File: config.mk
export PLATFORM = sky130hd
export DESIGN_NAME = alu_op_sequencer
export DESIGN_NICKNAME = d
export VERILOG_FILES = /design/src/rtl/alu_pkg.sv /design/src/rtl/alu_op_sequencer.sv
export SDC_FILE = /design/constraint.sdc
export NUM_CORES = 1
export LEC_CHECK = 0
export CORE_UTILIZATION = 40
export DETAILED_ROUTE_END_ITERATION = 6
export MAX_ROUTING_LAYER = met4
export PLACE_DENSITY_LB_ADDON = 0.15
export SLEW_MARGIN = 5
export SYNTH_ARGS = -nofsm -noshare
export SYNTH_HDL_FRONTEND = slang
export SYNTH_SLANG_ARGS = --single-unit
File: constraint.sdc
create_clock -name clk -period 2.25 [get_ports clk]
set_clock_uncertainty 0.1 [all_clocks]
set_input_delay 0.3375 -clock clk [delete_from_list [all_inputs] [get_ports clk]]
set_output_delay 0.3375 -clock clk [all_outputs]
set_load 0.005 [all_outputs]
File: src/rtl/alu_pkg.sv
// Shared definitions for users of the 8-bit combinational alu.
//   - 3-bit opcode encoding (ADD..XOR) as driven on the alu Opcode input.
//   - State enum for alu_op_sequencer.
//   - is_arith(): true for the ops whose carry/borrow chain spans both bytes.
package alu_pkg;

  localparam logic [2:0] OpAdd  = 3'b000;
  localparam logic [2:0] OpSub  = 3'b001;
  localparam logic [2:0] OpComp = 3'b010;
  localparam logic [2:0] OpAnd  = 3'b011;
  localparam logic [2:0] OpOr   = 3'b100;
  localparam logic [2:0] OpNand = 3'b101;
  localparam logic [2:0] OpNor  = 3'b110;
  localparam logic [2:0] OpXor  = 3'b111;

  typedef enum logic [2:0] {
    StIdle,
    StLo,
    StHi,
    StFix,
    StDone
  } seq_state_e;

  function automatic logic is_arith(input logic [2:0] op);
    return (op == OpAdd) || (op == OpSub);
  endfunction

endpackage

File: src/rtl/alu_op_sequencer.sv
// alu_op_sequencer: runs a 16-bit two-operand command through an external 8-bit
// combinational alu as a low-byte pass, a high-byte pass and, when an ADD/SUB
// low byte carries or borrows, a fix-up pass that adds/subtracts 1 to the high byte.
//
// Ports
//   clk, rst_n                    clock (rising edge), async active-low reset
//   cmd_valid_i / cmd_ready_o     command handshake
//   cmd_op_i[2:0]                 opcode (alu encoding)
//   cmd_a_i[15:0], cmd_b_i[15:0]  operands (b ignored for COMP)
//   alu_opcode_o, alu_op1_o, alu_op2_o   registered drive to the alu
//   alu_res_i, alu_c_i, alu_ac_i         alu outputs sampled after each pass
//   rsp_valid_o / rsp_ready_i     response handshake
//   rsp_result_o[15:0]            result
//   rsp_c_o, rsp_ac_o, rsp_z_o, rsp_s_o  carry/borrow, nibble carry, zero, sign
//   rsp_ovf_o                     signed overflow (only with ALU_SEQ_OVF_EN)
//
// Build option: define ALU_SEQ_OVF_EN to add rsp_ovf_o.
// Response outputs read as zero whenever rsp_valid_o is low.
module alu_op_sequencer
  import alu_pkg::*;
(
  input  logic        clk,
  input  logic        rst_n,
  input  logic        cmd_valid_i,
  output logic        cmd_ready_o,
  input  logic [2:0]  cmd_op_i,
  input  logic [15:0] cmd_a_i,
  input  logic [15:0] cmd_b_i,
  output logic [2:0]  alu_opcode_o,
  output logic [7:0]  alu_op1_o,
  output logic [7:0]  alu_op2_o,
  input  logic [7:0]  alu_res_i,
  input  logic        alu_c_i,
  input  logic        alu_ac_i,
  output logic        rsp_valid_o,
  input  logic        rsp_ready_i,
  output logic [15:0] rsp_result_o,
  output logic        rsp_c_o,
  output logic        rsp_ac_o,
  output logic        rsp_z_o,
  output logic        rsp_s_o
`ifdef ALU_SEQ_OVF_EN
  ,
  output logic        rsp_ovf_o
`endif
);

  seq_state_e  state_q, state_d;
  logic [2:0]  op_q, op_d;
  logic [7:0]  a_hi_q, a_hi_d;
  logic [7:0]  b_hi_q, b_hi_d;
  logic [15:0] res_q, res_d;
  logic        c_lo_q, c_lo_d;
  logic        c_hi_q, c_hi_d;
  logic        ac_q, ac_d;
  logic [2:0]  alu_opcode_q, alu_opcode_d;
  logic [7:0]  alu_op1_q, alu_op1_d;
  logic [7:0]  alu_op2_q, alu_op2_d;

  logic need_fix;
  logic done;

  // Low byte carried (ADD) or borrowed (SUB): high byte must be bumped by 1.
  assign need_fix = is_arith(op_q) && c_lo_q;

  // State register
  always_ff @(posedge clk or negedge rst_n) begin
    if (!rst_n) begin
      state_q <= StIdle;
    end else begin
      state_q <= state_d;
    end
  end

  // Next-state logic
  always_comb begin
    state_d = state_q;
    unique case (state_q)
      StIdle:  if (cmd_valid_i) state_d = StLo;
      StLo:    state_d = StHi;
      StHi:    state_d = need_fix ? StFix : StDone;
      StFix:   state_d = StDone;
      StDone:  if (rsp_ready_i) state_d = StIdle;
      default: state_d = StIdle;
    endcase
  end

  // Datapath next-state: each state captures the pass that the alu has just
  // evaluated and sets up the operands for the following pass.
  always_comb begin
    op_d         = op_q;
    a_hi_d       = a_hi_q;
    b_hi_d       = b_hi_q;
    res_d        = res_q;
    c_lo_d       = c_lo_q;
    c_hi_d       = c_hi_q;
    ac_d         = ac_q;
    alu_opcode_d = alu_opcode_q;
    alu_op1_d    = alu_op1_q;
    alu_op2_d    = alu_op2_q;
    unique case (state_q)
      StIdle: begin
        if (cmd_valid_i) begin
          op_d         = cmd_op_i;
          a_hi_d       = cmd_a_i[15:8];
          b_hi_d       = cmd_b_i[15:8];
          alu_opcode_d = cmd_op_i;
          alu_op1_d    = cmd_a_i[7:0];
          alu_op2_d    = cmd_b_i[7:0];
        end
      end
      StLo: begin
        res_d[7:0] = alu_res_i;
        c_lo_d     = alu_c_i;
        ac_d       = alu_ac_i;
        alu_op1_d  = a_hi_q;
        alu_op2_d  = b_hi_q;
      end
      StHi: begin
        res_d[15:8] = alu_res_i;
        c_hi_d      = alu_c_i;
        if (need_fix) begin
          alu_op1_d = alu_res_i;
          alu_op2_d = 8'h01;
        end
      end
      StFix: begin
        res_d[15:8] = alu_res_i;
        // High pass and fix pass can never both carry/borrow, so OR is exact.
        c_hi_d      = c_hi_q | alu_c_i;
      end
      default: ;
    endcase
  end

  always_ff @(posedge clk or negedge rst_n) begin
    if (!rst_n) begin
      op_q         <= OpAdd;
      a_hi_q       <= '0;
      b_hi_q       <= '0;
      res_q        <= '0;
      c_lo_q       <= 1'b0;
      c_hi_q       <= 1'b0;
      ac_q         <= 1'b0;
      alu_opcode_q <= '0;
      alu_op1_q    <= '0;
      alu_op2_q    <= '0;
    end else begin
      op_q         <= op_d;
      a_hi_q       <= a_hi_d;
      b_hi_q       <= b_hi_d;
      res_q        <= res_d;
      c_lo_q       <= c_lo_d;
      c_hi_q       <= c_hi_d;
      ac_q         <= ac_d;
      alu_opcode_q <= alu_opcode_d;
      alu_op1_q    <= alu_op1_d;
      alu_op2_q    <= alu_op2_d;
    end
  end

  // Outputs
  always_comb begin
    done         = (state_q == StDone);
    cmd_ready_o  = (state_q == StIdle);
    rsp_valid_o  = done;
    alu_opcode_o = alu_opcode_q;
    alu_op1_o    = alu_op1_q;
    alu_op2_o    = alu_op2_q;
    rsp_result_o = done ? res_q : 16'h0000;
    rsp_c_o      = done && is_arith(op_q) && c_hi_q;
    rsp_ac_o     = done && is_arith(op_q) && ac_q;
    rsp_z_o      = done && (res_q == 16'h0000);
    rsp_s_o      = done && res_q[15];
  end

`ifdef ALU_SEQ_OVF_EN
  // Signed overflow from operand and result sign bits.
  always_comb begin
    rsp_ovf_o = 1'b0;
    if (done) begin
      if (op_q == OpAdd) begin
        rsp_ovf_o = (a_hi_q[7] == b_hi_q[7]) && (res_q[15] != a_hi_q[7]);
      end else if (op_q == OpSub) begin
        rsp_ovf_o = (a_hi_q[7] != b_hi_q[7]) && (res_q[15] != a_hi_q[7]);
      end
    end
  end
`endif

endmodule

==> qor.yml <==
vias: 2276
clock-root-buffer: "clkbuf_8"
switching_share_pct: 31.7
grt_usage_pct: 21.3
ys_types: 29
hold_viol: 0
syn_avg_cell_area_um2: 12.2
required_ns: 1.81
ys_seq_area_share_pct: 49.4
relSlewSlack_pct: 56.0
port_buffers: 89
outcome: "complete, no violations"
seqPwrFrac_pct: 34.5
worst_path_most_repeated_cell: "buf_4"
syn_inst: 237
cp_num_buf_inv: 4
synth_top_area_cell: "dfrtp_1"
fillerInstances: 590
intPower_w: 0.00378
grt_max_degree: 58
tightest_slew_ns: 0.650
place_congestion: 0.801
rsz0062_at_grt: "false"
cts_buffer_depth: 2
cp-start-kind: "flop"
p_total_w: 0.00553
ys.warnings.count: 0
routedWlPerCell_um: 16.2
initial_core_util_pct: 42.0
finalCritPeriodShare_pct: 98.5
finalCriticalPeriod_ns: 2.22
crit_fanout: 4
worst_path_largest_cell_delay_ns: 0.43
die_x_um: 86.9
critical_path_arrival_ns: 1.78
synth.net_count: 286
worst-setup-path-type: "reg2out"
setup_tns_ns: 0
clkTransAtPathRegs_ns: 0.06
cp-end-kind: "output pin"
power.density_nw_per_um2: 1310
overflow: 0
ant_nets: 0
diodes: 0
clock_latency_ns: 0.33
synth_top_area_share_pct: 49.4
ys_ff_latch: 57
grt_pass1_vias: 2377
ir_drop_v: 0.000520
cpMaxStageDelayCell: "dfrtp_2"
min_from: "b_hi_q[5]"
cp-startpoint: "state_q[1]"
first_pass_iters: 5
area_delta_synth_final_pct: 46.9
synth_area_um2: 2890
r2r-start: "state_q[0]"
p_comb_share_pct: 48.1
drt_wl_total_mm: 7.33
core_area_um2: 6870
dieArea_um2: 7560
drive_gt1_share_pct: 29.7
cts_tree: "built"
rows: 30
via_per_inst: 5.02
numCtsBuffers: 9
antenna_found_initial: 0
cts.sinks: 57
fmax_mhz: 451
htree_levels: 3
ios: 90
die_h_um: 86.9
seq_area_um2: 1430
min_path_type: "reg2reg"
hpwlAfterDp_mm: 4.82
final-setup-viol-count: 0
drv_cap: 0
drc: 0
path_cells: "nor3b_4 -> buf_2 -> buf_4 -> buf_4 -> and2_1 -> clkdlybuf4s15_1"
synth_area_leaders: "dfrtp_1 (49%), mux2_2 (14%), mux2i_1 (8.3%), mux2_4 (5.2%), and2_1 (3.7%)"
fin_nets: 402
clkPwrFrac_pct: 17.4
p_sw_w: 0.00176
cp_top_family: "buffers and inverters"
maxSlewViolCount: 0
drt-initial-drc-count: 76
grt_pass1_wl_mm: 11.7
cellLeakagePower_nw: 1.95
multi_input_area_um2: 1380
==> synthesized netlist by cell type <==
library cell,instances
nor2b_1,1
and2_1,17
buf_4,1
or4b_4,1
dfrtp_1,57
nor2_1,2
clkbuf_1,8
nand3_1,1
nor4b_1,2
o22ai_1,1
a21o_1,2
buf_2,7
nor4_1,4
nand2_1,27
mux2i_1,24
mux2_4,10
a211o_1,7
o21ai_0,1
a211oi_1,1
a211oi_4,1
nor3b_1,9
mux2_2,35
buf_8,1
inv_1,2
a21oi_1,1
nor4bb_1,7
and3_1,2
nand2b_1,1
nor3_1,4
==> power groups by stage <==
stage | logic (W) | registers (W) | clock network [W]
2_1_floorplan | 0.00159 | 0.00183 | 0
3_5_place_dp | 0.00253 | 0.00192 | 0
3_3_place_gp | 0.00249 | 0.00191 | 0
4_1_cts | 0.00268 | 0.00190 | 0.000975
6_report | 0.00266 | 0.00191 | 0.000963
5_1_grt | 0.00289 | 0.00197 | 0.00102
==> logic make-up after synthesis <==
| group | Yosys count | share of synthesized area (%) |
|---|---|---|
| buf+inv | 19 | 3.30 |
| simple gates | 78 | 15.9 |
| mux | 69 | 27.2 |
| flops | 57 | 49.4 |
| compound gates | 14 | 4.16 |
==> what timing repair did <==
action | CTS | global route
buffers inserted | 15 | 1
hold endpoints to repair | 57 | 0
setup endpoints to repair | 21 | 9
gates cloned | 3 | 0
pin swaps | 2 | 2
hold buffers | 1 | 0
resized for setup | 32 | 16
==> metal layers <==
metal  part of all wire, %  vias up  global-route usage [%]
met5                     0        -                       -
li1                      -     1075                       -
met4                   1.8        0                    9.39
met1                    47     1124                    28.3
met3                   4.5       11                    3.22
met2                    47       66                    32.3
==> state kept, by name, indices dropped and copies added (netlist names) <==
signal / cells
c_hi_q: 1
state_q: 3
c_lo_q: 1
ac_q: 1
alu_op2_o: 8
res_q: 16
alu_opcode_o: 3
a_hi_q: 8
alu_op1_o: 8
b_hi_q: 8
==> final timing paths <==
kind	endpoint	cells after the start	slack, ns
max in group asynchronous	state_q[1]	3	1.34
min in group asynchronous	b_hi_q[2]	3	0.43
worst max register to register	alu_op1_o[4]	5	0.09
worst max-delay path	rsp_result_o[3]	6	0.03
worst min-delay path	b_hi_q[5]	1	0.40
worst min register to register	b_hi_q[5]	1	0.40
==> through the flow <==
step	setup WS [ns]	hold slack, ns	cell area [um^2]	utilization, %	std cells
after floorplan	0.190	-0.0581	2890	-	237
after global placement	0.247	0.267	3930	57.2	418
after detailed placement	0.234	0.263	3930	57.2	418
after CTS	0.00650	0.403	4260	62.0	452
after global routing	0.00353	0.427	4240	61.7	453
final	0.0335	0.401	4240	61.7	453
==> placed cells by master (no fill, tap or decap), types with 2 or more instances in the layout <==
cell type and count:
clkbuf_2 8, a211o_1 7, mux2_4 10, buf_12 2
dlygate4sd2_1 11, inv_1 2, and3_1 2, nor4bb_1 7
dfrtp_1 56, and2_1 17, nor2_1 2, clkinv_2 2
buf_4 27, a21o_1 2, nor3b_1 8, buf_6 2
mux2_2 35, nor4b_1 2, nand2_1 27, nor4_1 4
clkbuf_8 11, buf_2 3, clkdlybuf4s50_1 67, mux2i_1 24
nor3_1 3
==> final cells by class <==
type | count | area share [%]
Clock buffer | 12 | 3.66
Clock inverter | 3 | 0.945
Inverter | 2 | 0.177
Multi-Input combinational cell | 161 | 32.6
Sequential cell | 57 | 33.7
Tap cell | 96 | 2.83
Timing Repair Buffer | 122 | 26.1
No activity file was read; power rests on OpenSTA's default activity.
